--- config.mk ---
export PLATFORM = sky130hd
export DESIGN_NAME = urx_frame_ctrl_flat
export DESIGN_NICKNAME = d
export VERILOG_FILES = /design/src/rtl/urx_frame_pkg.sv /design/src/rtl/urx_frame_ctrl_if.sv /design/src/rtl/urx_tmo_cnt.sv /design/src/rtl/urx_frame_ctrl.sv /design/src/flat_wrapper.sv
export SDC_FILE = /design/constraint.sdc
export NUM_CORES = 1
export LEC_CHECK = 0
export CAP_MARGIN = 20
export CORE_MARGIN = 8
export CORE_UTILIZATION = 25
export CTS_BUF_LIST = sky130_fd_sc_hd__clkbuf_8
export DETAILED_ROUTE_END_ITERATION = 10
export PLACE_DENSITY = 0.44
export SLEW_MARGIN = 20
export SYNTH_ARGS = -nofsm -noshare
export SYNTH_HDL_FRONTEND = slang
export SYNTH_HIERARCHICAL = 1
export SYNTH_SLANG_ARGS = --single-unit
export TNS_END_PERCENT = 100
--- constraint.sdc ---
create_clock -name clk_sys -period 2.79 [get_ports clk_sys]
set_input_delay 0.558 -clock clk_sys [delete_from_list [all_inputs] [get_ports clk_sys]]
set_output_delay 0.558 -clock clk_sys [all_outputs]
set_load 0.02 [all_outputs]
--- src/rtl/urx_frame_pkg.sv ---
// Shared definitions for the UART receive command-frame controller:
// state encoding, default header byte, gap-counter width and checksum helper.
package urx_frame_pkg;

  localparam logic [2:0] ST_IDLE  = 3'd0;
  localparam logic [2:0] ST_ADDR  = 3'd1;
  localparam logic [2:0] ST_DH    = 3'd2;
  localparam logic [2:0] ST_DL    = 3'd3;
  localparam logic [2:0] ST_CHK   = 3'd4;
  localparam logic [2:0] ST_ISSUE = 3'd5;

  typedef enum logic [2:0] {
    S_IDLE  = ST_IDLE,
    S_ADDR  = ST_ADDR,
    S_DH    = ST_DH,
    S_DL    = ST_DL,
    S_CHK   = ST_CHK,
    S_ISSUE = ST_ISSUE
  } state_e;

  localparam logic [7:0] DEF_HEAD_BYTE = 8'hAA;
  localparam int         TMO_W         = 16;

  // 8-bit wrapping sum of the three payload bytes.
  function automatic logic [7:0] chk_sum(input logic [7:0] a, input logic [7:0] b,
                                         input logic [7:0] c);
    return a + b + c;
  endfunction

endpackage

--- src/rtl/urx_frame_ctrl_if.sv ---
// Configuration write port between the frame controller and the register bank.
interface urx_frame_ctrl_if;
  // Handshake: cfg_req rises with cfg_addr/cfg_wdata valid and holds them
  // stable until a cycle where cfg_ack=1 is sampled with cfg_req=1; that cycle
  // completes the write and cfg_req is low on the following cycle.
  logic        cfg_req;
  logic [7:0]  cfg_addr;
  logic [15:0] cfg_wdata;
  logic        cfg_ack;

  modport master (output cfg_req, output cfg_addr, output cfg_wdata, input cfg_ack);
  modport slave  (input cfg_req, input cfg_addr, input cfg_wdata, output cfg_ack);
endinterface

--- src/rtl/urx_tmo_cnt.sv ---
// Inter-byte gap counter: counts pluse_us while enabled, expire is a combinational
// flag on the strobe that reaches LIMIT. clr has priority over counting.
module urx_tmo_cnt
  import urx_frame_pkg::*;
#(
  parameter int unsigned LIMIT = 1000
) (
  input  logic clk_sys,
  input  logic rst_n,
  input  logic clr,
  input  logic en,
  input  logic pluse_us,
  output logic expire
);

  localparam logic [TMO_W-1:0] LIMIT_M1 = TMO_W'(LIMIT - 1);

  logic [TMO_W-1:0] cnt_q, cnt_d;
  logic             step;

  assign step   = en & pluse_us & ~clr;
  assign expire = step & (cnt_q == LIMIT_M1);

  always_comb begin
    cnt_d = cnt_q;
    if (clr) begin
      cnt_d = '0;
    end else if (step) begin
      cnt_d = cnt_q + TMO_W'(1);
    end
  end

  always_ff @(posedge clk_sys or negedge rst_n) begin
    if (!rst_n) begin
      cnt_q <= '0;
    end else begin
      cnt_q <= cnt_d;
    end
  end

endmodule

--- src/rtl/urx_frame_ctrl.sv ---
// Assembles HEAD/ADDR/DH/DL[/CHK] frames from the UART byte stream and issues one
// config write per good frame. Define URX_CHKSUM_EN for the 5-byte checked format.
module urx_frame_ctrl
  import urx_frame_pkg::*;
#(
  parameter int unsigned TIMEOUT_US = 1000,
  parameter logic [7:0]  HEAD_BYTE  = DEF_HEAD_BYTE
) (
  input  logic                    clk_sys,
  input  logic                    rst_n,
  input  logic                    pluse_us,
  input  logic [7:0]              rx_data,
  input  logic                    rx_vld,
  urx_frame_ctrl_if.master        cfg,
  output logic                    err_chk,
  output logic                    err_tmo,
  output logic                    err_ovr,
  output logic [7:0]              frm_cnt,
  output logic [2:0]              state_dbg
);

  state_e     state_q, state_d;
  logic [7:0] addr_q, addr_d;
  logic [7:0] dh_q, dh_d;
  logic [7:0] dl_q, dl_d;
  logic [7:0] frm_cnt_q, frm_cnt_d;
  logic       req_q, req_d;
  logic       err_tmo_q, err_tmo_d;
  logic       err_ovr_q, err_ovr_d;
  logic       tmo_clr, tmo_en, tmo_expire;

  // Any byte seen in a collecting state is accepted, so it always restarts the gap.
  assign tmo_en  = (state_q == S_ADDR) || (state_q == S_DH) ||
                   (state_q == S_DL)   || (state_q == S_CHK);
  assign tmo_clr = rx_vld || (state_q == S_IDLE) || (state_q == S_ISSUE);

  urx_tmo_cnt #(.LIMIT(TIMEOUT_US)) u_tmo_cnt (
    .clk_sys  (clk_sys),
    .rst_n    (rst_n),
    .clr      (tmo_clr),
    .en       (tmo_en),
    .pluse_us (pluse_us),
    .expire   (tmo_expire)
  );

`ifdef URX_CHKSUM_EN
  logic err_chk_q, chk_bad;
`endif

  always_comb begin
    state_d   = state_q;
    addr_d    = addr_q;
    dh_d      = dh_q;
    dl_d      = dl_q;
    frm_cnt_d = frm_cnt_q;
    err_tmo_d = 1'b0;
    err_ovr_d = 1'b0;
`ifdef URX_CHKSUM_EN
    chk_bad   = 1'b0;
`endif
    case (state_q)
      S_IDLE: begin
        if (rx_vld && (rx_data == HEAD_BYTE)) state_d = S_ADDR;
      end
      S_ADDR: begin
        if (rx_vld) begin
          addr_d  = rx_data;
          state_d = S_DH;
        end
      end
      S_DH: begin
        if (rx_vld) begin
          dh_d    = rx_data;
          state_d = S_DL;
        end
      end
      S_DL: begin
        if (rx_vld) begin
          dl_d    = rx_data;
`ifdef URX_CHKSUM_EN
          state_d = S_CHK;
`else
          state_d = S_ISSUE;
`endif
        end
      end
`ifdef URX_CHKSUM_EN
      S_CHK: begin
        if (rx_vld) begin
          if (rx_data == chk_sum(addr_q, dh_q, dl_q)) begin
            state_d = S_ISSUE;
          end else begin
            chk_bad = 1'b1;
            state_d = S_IDLE;
          end
        end
      end
`endif
      S_ISSUE: begin
        // Bytes here are dropped; the pending write is never disturbed.
        if (rx_vld) err_ovr_d = 1'b1;
        if (req_q && cfg.cfg_ack) begin
          frm_cnt_d = frm_cnt_q + 8'd1;
          state_d   = S_IDLE;
        end
      end
      default: state_d = S_IDLE;
    endcase
    // Expiry cannot coincide with an accepted byte: the byte clears the counter first.
    if (tmo_expire) begin
      err_tmo_d = 1'b1;
      state_d   = S_IDLE;
    end
  end

  assign req_d = (state_d == S_ISSUE);

  always_ff @(posedge clk_sys or negedge rst_n) begin
    if (!rst_n) begin
      state_q   <= S_IDLE;
      addr_q    <= '0;
      dh_q      <= '0;
      dl_q      <= '0;
      frm_cnt_q <= '0;
      req_q     <= 1'b0;
      err_tmo_q <= 1'b0;
      err_ovr_q <= 1'b0;
    end else begin
      state_q   <= state_d;
      addr_q    <= addr_d;
      dh_q      <= dh_d;
      dl_q      <= dl_d;
      frm_cnt_q <= frm_cnt_d;
      req_q     <= req_d;
      err_tmo_q <= err_tmo_d;
      err_ovr_q <= err_ovr_d;
    end
  end

`ifdef URX_CHKSUM_EN
  always_ff @(posedge clk_sys or negedge rst_n) begin
    if (!rst_n) begin
      err_chk_q <= 1'b0;
    end else begin
      err_chk_q <= chk_bad;
    end
  end
  assign err_chk = err_chk_q;
`else
  assign err_chk = 1'b0;
`endif

  assign cfg.cfg_req   = req_q;
  assign cfg.cfg_addr  = addr_q;
  assign cfg.cfg_wdata = {dh_q, dl_q};
  assign err_tmo       = err_tmo_q;
  assign err_ovr       = err_ovr_q;
  assign frm_cnt       = frm_cnt_q;
  assign state_dbg     = state_q;

endmodule
--- src/flat_wrapper.sv ---
// flat-port wrapper written by rule: the top's interface ports become plain ports
module urx_frame_ctrl_flat import urx_frame_pkg::*;
#(
  parameter int unsigned TIMEOUT_US = 1000,
  parameter logic [7:0]  HEAD_BYTE  = DEF_HEAD_BYTE
)
  (clk_sys, rst_n, pluse_us, rx_data, rx_vld, err_chk, err_tmo, err_ovr, frm_cnt, state_dbg, cfg_cfg_req, cfg_cfg_addr, cfg_cfg_wdata, cfg_cfg_ack);
  urx_frame_ctrl_if cfg_i ();
  input  logic clk_sys;
  input  logic rst_n;
  input  logic pluse_us;
  input  logic [7:0] rx_data;
  input  logic rx_vld;
  output logic err_chk;
  output logic err_tmo;
  output logic err_ovr;
  output logic [7:0] frm_cnt;
  output logic [2:0] state_dbg;
  output wire logic [$bits(cfg_i.cfg_req)-1:0] cfg_cfg_req;
  output wire logic [$bits(cfg_i.cfg_addr)-1:0] cfg_cfg_addr;
  output wire logic [$bits(cfg_i.cfg_wdata)-1:0] cfg_cfg_wdata;
  input wire logic [$bits(cfg_i.cfg_ack)-1:0] cfg_cfg_ack;
  assign cfg_cfg_req = cfg_i.cfg_req;
  assign cfg_cfg_addr = cfg_i.cfg_addr;
  assign cfg_cfg_wdata = cfg_i.cfg_wdata;
  assign cfg_i.cfg_ack = cfg_cfg_ack;
  urx_frame_ctrl #(.TIMEOUT_US(TIMEOUT_US), .HEAD_BYTE(HEAD_BYTE)) u_core (.clk_sys(clk_sys), .rst_n(rst_n), .pluse_us(pluse_us), .rx_data(rx_data), .rx_vld(rx_vld), .cfg(cfg_i), .err_chk(err_chk), .err_tmo(err_tmo), .err_ovr(err_ovr), .frm_cnt(frm_cnt), .state_dbg(state_dbg));
endmodule
Word-level counts from Yosys, hierarchy flattened --
Index checks and enable logic that the tools add are counted.
Operators by class: add/sub/neg operators 2, multipliers 0, divide/modulo/power cells 0, order comparisons 0, equal/unequal tests 8, shifts and indexed selects 0, mux-type cells 12, bitwise gates (word level) 4, reductions and logical operators 13
Operators by type and width (number):
- 16-bit two-way mux | 2
- 3-bit two-way mux | 6
- 16-bit by 1-bit adder with 16-bit output, second input constant | 1
- 16-bit by 10-bit == test with 1-bit output, second input constant | 1
- 3-bit one-hot mux with 5 select lines | 1
- 3-bit == test, second input constant | 3
- 8-bit by 1-bit adder with 8-bit output, second input constant | 1
- 8-bit == test, second input constant | 1
- 2-bit AND reduction | 4
- 3-bit by 2-bit == test with 1-bit output, second input constant | 2
- 1-bit logical OR | 5
- 1-bit bitwise AND | 3
- 3-bit by 1-bit == test with 1-bit output, second input constant | 1
- 3-bit logical NOT | 1
- 1-bit two-way mux | 3
- 1-bit logical AND | 2
- 2-bit nonzero test | 1
- 1-bit NOT | 1
Word-level totals: register bits after elaboration 54, bits in latches 0, bits in writable memories 0, bits in read-only memories 0, input bits 13, output and inout port bits 39, word-level logic and storage cells 48, memories 0

Longest topological paths before layout --
Gate-level depths: netlist of run 1.
word-level depth 9, mapped depth 8, gate-level depth less buffers 6

Cells and area by module --
Netlist of run 1, hierarchy kept.
Modules (own cells, without submodules):
- urx_frame_ctrl | times used 1, cells each 117, area an instance 1652.8 um^2, seq. area each 950.9 um^2
- urx_tmo_cnt | times used 1, cells each 91, area an instance 842.1 um^2, seq. area each 400.4 um^2

Worst setup path after synthesis of run 1 --
OpenSTA, ideal clock, no wires.
kind register to register, start point reg u_core.state_q[0] (netlist: u_core/state_dbg[0]), end point reg u_core.u_tmo_cnt.cnt_q[15], setup time 78 ps, data arrival time 2081 ps, required time 2712 ps, path slack 631 ps, cell stages (with the launch flop) 8, buffers on the path 1, clock period less this slack 2159 ps, cell sequence dfrtp_1 -> buf_4 -> nor2_1 -> xnor2_1 -> nand4_2 -> or2_4 -> or4_1 -> a21oi_1
Between the ends: longest elaborated chain between the ends 7, elaborated cells between the ends (all ways) 16, classes of those cells eq/ne (5); mux (1); bitwise (3); reduce/logical (7)
RTL lines:
- start: declaration | RTL line urx_frame_ctrl.sv:22 | state_e state_q, state_d;
- start signal: assignment | RTL line urx_frame_ctrl.sv:129 | state_q <= state_d;
- 3-bit by 1-bit == test with 1-bit output or 3-bit by 2-bit == test with 1-bit output (tied branches) | RTL line urx_frame_ctrl.sv:33 | assign tmo_en = (state_q == S_ADDR) || (state_q == S_DH) ||
- 1-bit logical OR (2 in series) | RTL line urx_frame_ctrl.sv:33
- 1-bit logical OR (*) | RTL line urx_frame_ctrl.sv:34 | (state_q == S_DL) || (state_q == S_CHK);
- named net u_core.tmo_en | RTL line urx_frame_ctrl.sv:30 | logic tmo_clr, tmo_en, tmo_expire;
- 1-bit bitwise AND (*) (2 in series) | RTL line urx_tmo_cnt.sv:21 | assign step = en & pluse_us & ~clr;
- 2-bit nonzero test (no source line) (*)
- end signal: assignment | RTL line urx_tmo_cnt.sv:37 | cnt_q <= cnt_d;
- end: declaration | RTL line urx_tmo_cnt.sv:18 | logic [TMO_W-1:0] cnt_q, cnt_d;
Mark *: on every way through the listed nets, which the timed path passes. The rest lies on a longest branch. A chain may end at the register's enable or synchronous reset.

Final worst setup path of run 1 --
start point reg u_core.state_q[1] (netlist: u_core/state_dbg[1]), end point reg u_core.u_tmo_cnt.cnt_q[15]
The elaborated chain is that of the path after synthesis.

==> out/qor.log, run 1 <==
[cts] Hold Buf Count CTS 0
[setup_path] source of the worst register-to-register timing path u_core/state_dbg[1]
[routing] 1st-iter DRT viols 74
[sta] setup total negative slack 0 ps
[setup_path] Critical Path Source Type flip-flop
[grt] total grt overflow 0
[setup_path] critical path arrival 2330 ps
[sta] worst clock skew on the final layout 20.6 ps
[synthesis] synthesis warning total 6
[floorplanning] initial core utilization 0.256
[sta] total count of hold-check failures in the final report 0
[grt] GR Layer Usage met2 0.136
[final_layout] proportion of layout cells with a drive suffix above 1 0.197
[synthesis] most used flip-flop cell after synthesis sky130_fd_sc_hd__dfrtp_1
[routing] final WL 5740 um
[routing] Post-DRT Antenna Nets 0
[routing] router iterations before antenna repair 4
[pwr] worst vdd ir 0.492 mV
[grt] largest net degree at the start of global routing 29
[cts] clock root buffer master sky130_fd_sc_hd__clkbuf_8
[setup_path] R2R Path End u_core/u_tmo_cnt/cnt_q[15]
[final_layout] # diodes 0
[sta] Final Critical Period 2090 ps
[grt] met3 global-route usage 0.0240
[sta] RSZ-0062 raised after global routing false
[status] status complete, no violations
[synthesis] post-synth cell types 47
[setup_path] kind of end point of the critical path flip-flop
[cts] clock tree from TritonCTS built
[synthesis] Post-synth ARST share 1.00
[final_layout] Final #Nets 278
[grt] GRT Max-Usage Layer met2
[routing] Vias/cell 4.34
[cts] clock latency reported for the late side of the worst-skew pair 310 ps
[floorplanning] total core area 9730 um2
[setup_path] Setup CP Type flip-flop to flip-flop
[job] number of maximum-capacitance constraint violations 0
[cts] CTS H-tree lvls 2
[final_layout] relative area change from synthesis to final layout 29.6%
[setup_path] worst reg2reg path depth 6
[final_layout] most frequent standard cell in the layout excluding fill and tap cells sky130_fd_sc_hd__dfrtp_1
[cts] count of instances resized after the clock tree is built 0
[setup_path] Worst Path Required 3030 ps
[synthesis] synthesized area 2490 um2
[grt] total track usage 0.0890
[floorplanning] num ports 52
[floorplanning] die extent in y 116 um
[pwr] pwr dens 878 nW/um2
[sta] relative slew slack 0.576
[final_layout] final-layout fill cell count 1009
[placement] port bufs 50
[grt] first-pass GRT wire length 9520 um
[sta] number of failing setup endpoints in the final timing report 0
[grt] met1 usage 0.119
[placement] placed wire-length estimate after detailed placement 4190 um
[grt] antenna violations before repair 0
[grt] number of global-route vias before repair 1815
[routing] via count 1721
[routing] post-route DRC violation count 0
[placement] final weighted congestion in routability-driven placement 0.728
[pwr] Lkg Pwr 0.00135 uW
[synthesis] Synth Net Count 223
[setup_path] critical path peak fanout 6
[floorplanning] total number of placement rows 36
[synthesis] Post-Synthesis Cells 208
[synthesis] average size of a mapped cell 12.0 um2
[floorplanning] Die Footprint 13400 um2
[synthesis] number of enable-type register cells in the synthesized netlist 0
[synthesis] Seq cells post-synth 54
[setup_path] setup slack on the worst flop-to-flop path 700 ps
[routing] routed length per placed instance 14.5 um
[worst_hold_path] path class of the lowest-slack min-delay path input pin to asynchronous set/reset pin
[synthesis] proportion of synthesized chip area in sequential cells 0.542
[floorplanning] width of the die 116 um
[final_layout] Finished Core Util 0.332
[pwr] final total power 2840 uW
[cts] clock-pin transition on the worst setup and hold timing paths 120 ps
[sta] slew of the pin with the lowest slew margin 635 ps
[final_layout] commonest cells after routing, fill and taps aside sky130_fd_sc_hd__dfrtp_1 (54), sky130_fd_sc_hd__clkdlybuf4s50_1 (49), sky130_fd_sc_hd__mux2_2 (26)
[sta] highest achievable clock rate 478 MHz
[placement] worst slack at placement 500 ps
[sta] final-report max-slew violation count 0
[cts] setup fix buffers added after clock tree synthesis 0
[sta] fraction of the cycle the final worst path needs 0.750
[cts] maximum count of clock buffers along a single path 2
[sta] worst-case setup margin in the final layout 696 ps
[cts] number of clock sinks 54
[cts] clock buffer count from CTS 5
[state kept, by name (all words and copies together) (netlist names)]
name,flops
u_core/err_ovr,1
u_core/err_tmo,1
u_core/dh_q,8
u_core/cfg.cfg_addr,8
u_core/u_tmo_cnt/cnt_q,16
u_core/state_dbg,3
u_core/frm_cnt,8
u_core/cfg.cfg_req,1
u_core/dl_q,8
[routing by layer]
metal,part of all wire,vias to the layer above,routed length (um)
met2,0.47,28,2680
met4,0.0094,0,54
met5,0,-,0
li1,-,847,-
met1,0.48,844,2740
met3,0.047,2,269
[worst max path at each step]
stage,from,to,cells after the start
final,u_core/state_dbg[1],u_core/u_tmo_cnt/cnt_q[15],6
after global routing,u_core/state_dbg[0],u_core/u_tmo_cnt/cnt_q[15],6
after CTS,u_core/state_dbg[2],state_dbg[2],2
after detailed placement,pluse_us,u_core/u_tmo_cnt/cnt_q[15],5
after global placement,pluse_us,u_core/u_tmo_cnt/cnt_q[15],5
after floorplan,u_core/state_dbg[0],u_core/u_tmo_cnt/cnt_q[15],7
[cell type report]
cell class,instances,area [um2],share of cell area
inverters,2,7.51,0.00232
multi-input cells,144,1070,0.332
repair buffers,56,541,0.167
clock inverters,3,26.3,0.00813
flip-flops and latches,54,1350,0.418
well taps,133,166,0.0515
clock buffers,5,68.8,0.0213
[cells by family (layout without fill, tap and decap cells)]
family,after synthesis,in the layout,share of synthesized area
xor+xnor,20,20,0.0702
compound gates,15,15,0.0361
mux,26,26,0.117
flops,54,54,0.542
fa+ha+maj,2,2,0.0100
buf+inv,10,66,0.0286
simple gates,80,80,0.195
other cells,1,1,0.00150
[synthesized netlist by cell type (3+ instances only)]
cell type,n,share of area
sky130_fd_sc_hd__xor2_1,16,0.056
sky130_fd_sc_hd__nor2_1,15,0.023
sky130_fd_sc_hd__xnor2_1,4,0.014
sky130_fd_sc_hd__nand2_1,11,0.017
sky130_fd_sc_hd__mux2_2,26,0.12
sky130_fd_sc_hd__a21oi_1,6,0.012
sky130_fd_sc_hd__nand4_1,5,0.013
sky130_fd_sc_hd__nand3_1,11,0.022
sky130_fd_sc_hd__nor3_1,8,0.016
sky130_fd_sc_hd__dfrtp_1,54,0.54
sky130_fd_sc_hd__nor4_1,3,0.0075
sky130_fd_sc_hd__o21ai_0,4,0.0080
[critical path, cell delays in order (launching register included)]
cell	delay, ps
sky130_fd_sc_hd__dfrtp_1	390
sky130_fd_sc_hd__nor2_1	200
sky130_fd_sc_hd__xnor2_1	300
sky130_fd_sc_hd__nand4_2	210
sky130_fd_sc_hd__or2_4	310
sky130_fd_sc_hd__or4_1	470
sky130_fd_sc_hd__a21oi_1	150
[power by group]
group | switching (uW) | internal (uW)
Clock | 282 | 186
Combinational | 637 | 630
Sequential | 114 | 989
[stage by stage]
stage          std cells  hold slack [ps]  instance area (um2)
5_1_grt              397              289                 3230
3_3_place_gp         389              457                 3140
6_report             397              253                 3230
3_5_place_dp         389              460                 3140
2_1_floorplan        208              262                 2490
4_1_cts              397              274                 3230
Note: power is estimated with default switching activity, not from simulation.
==> inputs of run 2 (changes only) <==
PLACE_DENSITY = 0.46   (was 0.44)
clock period = 1.92 ns   (was 2.79 ns; I/O delays follow)
==> run 2 against run 1 <==
  * Clock skew decreased by 8.3 ps
  * Via count increased by 3.1%
  * Die area unchanged
  * First-iteration DRC count decreased by 49%
  * Sequential share of layout area decreased by 2.3 points
  * Worst setup slack got worse by 580 ps
  * Design area increased by 6.0%
  * Non-clock buffer count increased by 14
  * Core utilization increased by 2.0 points
  * Clock power increased by 72%
  * Global-route usage increased by 0.56 points
  * Largest power group unchanged
  * Highest routed layer unchanged
==> out/qor.log, run 2 (synthesis gave the netlist of run 1 again) <==
[setup_path] delay of the slowest cell on the worst path 440 ps
[grt] largest net degree at the start of global routing 55
[floorplanning] width of the die 116 um
[setup_path] kind of end point of the critical path flip-flop
[grt] total track usage 0.0946
[setup_path] Setup CP Type flip-flop to flip-flop
[placement] post-placement cell count 401
[routing] via count 1774
[floorplanning] Die Footprint 13400 um2
[final_layout] max reg flops 16
[final_layout] final-layout fill cell count 1012
[routing] post-route DRC violation count 0
[setup_path] slowest cell on the critical path sky130_fd_sc_hd__dfrtp_2
[sta] total count of hold-check failures in the final report 0
[placement] placement-stage cell area 3290 um2
[placement] port bufs 50
[final_layout] Cell Count, Final, Fillers Out 411
[pwr] Lkg Pwr 0.00146 uW
[setup_path] CP Buf/Inv Count 0
[cts] clock tree from TritonCTS built
[cts] CTS H-tree lvls 2
[sta] highest achievable clock rate 553 MHz
[cts] clock latency reported for the late side of the worst-skew pair 310 ps
[cts] clock-pin transition on the worst setup and hold timing paths 110 ps
[final_layout] register name with the most flops u_core/u_tmo_cnt/cnt_q
[grt] antenna violations before repair 0
[final_layout] cell area after layout 3430 um2
[sta] RSZ-0062 raised after global routing false
[grt] total grt overflow 0
[placement] placed wire-length estimate after detailed placement 4260 um
[routing] Vias/cell 4.32
[floorplanning] initial core utilization 0.256
[final_layout] most frequent standard cell in the layout excluding fill and tap cells sky130_fd_sc_hd__dfrtp_1
[routing] Post-DRT Antenna Nets 0
[pwr] worst vdd ir 0.748 mV
[final_layout] commonest cells after routing, fill and taps aside sky130_fd_sc_hd__dfrtp_1 (51), sky130_fd_sc_hd__clkdlybuf4s50_1 (47), sky130_fd_sc_hd__mux2_2 (26)
[placement] worst slack at placement -6.45 ps
[floorplanning] total core area 9730 um2
[sta] worst-case setup margin in the final layout 112 ps
[cts] clock buffer count from CTS 5
[setup_path] critical path arrival 2050 ps
[sta] Final Critical Period 1810 ps
[status] status complete, no violations
[pwr] pwr dens 1280 nW/um2
[final_layout] proportion of layout cells with a drive suffix above 1 0.255
[final_layout] # diodes 0
[cts] clock root buffer master sky130_fd_sc_hd__clkbuf_8
[final_layout] Final #Nets 292
[setup_path] kind of cell with the highest combined delay on the critical path simple AND/OR/NAND/NOR gates
[grt] number of global-route vias before repair 1930
[sta] fraction of the cycle the final worst path needs 0.942
[setup_path] setup slack on the worst flop-to-flop path 110 ps
[routing] routed length per placed instance 14.5 um
[floorplanning] num ports 52
[cts] number of clock sinks 54
[grt] first-pass GRT wire length 9920 um
[setup_path] Critical Path Source Type flip-flop
[cts] maximum count of clock buffers along a single path 2
[floorplanning] total number of placement rows 36
[sta] setup total negative slack 0 ps
[setup_path] Worst Path Required 2160 ps
[setup_path] critical path peak fanout 6
[routing] final WL 5960 um
[sta] worst clock skew on the final layout 12.3 ps
[job] number of maximum-capacitance constraint violations 0
[cts] Hold Buf Count CTS 0
[sta] number of failing setup endpoints in the final timing report 0
[setup_path] chain of cells forming the critical path nor2_4 -> xnor2_4 -> nand4_2 -> or2_4 -> or3_2 -> a21oi_1
[final_layout] sequential cell area 1360 um2
[final_layout] relative area change from synthesis to final layout 37.4%
[final_layout] area taken by multi-input logic gates 1100 um2
[sta] final-report max-slew violation count 0
[placement] final weighted congestion in routability-driven placement 0.723
[routing] router iterations before antenna repair 4
[routing] 1st-iter DRT viols 38
[floorplanning] die extent in y 116 um
[worst_hold_path] path class of the lowest-slack min-delay path input pin to asynchronous set/reset pin
[pwr] final total power 4400 uW
-- run 2: changes by cell type in the layout (fill, tap and decap cells not counted), sizes merged --
cell | previous run | this run
inv | 4 | 3
bufinv | 0 | 1
clkdlybuf4s50 | 49 | 47
dlymetal6s2s | 0 | 1
dlygate4sd2 | 0 | 1
buf | 7 | 21
-- run 2: through the flow --
stage	hold slack (ps)	utilization
detailed placement	411	0.339
finish	34.8	0.352
floorplan	88.4	-
global route	46.9	0.352
CTS	51.7	0.351
global placement	414	0.339
-- run 2: final timing paths --
kind	start	cells after the start	to
max	u_core/state_dbg[0]	6	u_core/u_tmo_cnt/cnt_q[13]
min	rst_n	2	u_core/dl_q[3]
max reg2reg	u_core/state_dbg[0]	6	u_core/u_tmo_cnt/cnt_q[13]
min reg2reg	u_core/frm_cnt[7]	1	u_core/frm_cnt[7]
max in group asynchronous	rst_n	2	u_core/state_dbg[1]
min in group clk_sys	u_core/frm_cnt[7]	1	u_core/frm_cnt[7]
-- run 2: power by group --
| group | internal (uW) | total [uW] | switching [uW] | leakage, uW |
|---|---|---|---|---|
| Sequential | 1440 | 1630 | 183 | 0.000697 |
| Combinational | 1010 | 1970 | 958 | 0.000700 |
| Clock | 396 | 802 | 405 | 0.0000587 |
-- run 2: timing repair --
action,CTS,global route
endpoints found under the setup margin,2,2
setup buffers,0,2
gates resized for setup,2,1
endpoints found under the hold margin,0,0
-- run 2: worst reg2reg max path, cell delays in order (launching register included) --
cell and delay, ps:
sky130_fd_sc_hd__dfrtp_2 440, sky130_fd_sc_hd__nor2_4 190, sky130_fd_sc_hd__xnor2_4 180, sky130_fd_sc_hd__nand4_2 140, sky130_fd_sc_hd__or2_4 260, sky130_fd_sc_hd__or3_2 410
sky130_fd_sc_hd__a21oi_1 130
-- run 2: cell type report --
cell class                 count  area share
clock inverter                 3      0.0139
timing repair buffer          70       0.200
tap                          133      0.0485
multi-input combinational    144       0.320
inverter                       2     0.00219
sequential                    54       0.395
clock buffer                   5      0.0201
-- run 2: routing by layer --
metal | global-route usage | vias up | wire length, um
li1 | - | 872 | -
met1 | 0.113 | 845 | 2700
met2 | 0.148 | 49 | 2680
met3 | 0.0427 | 8 | 499
met4 | 0.0311 | 0 | 71
met5 | 0 | - | 0
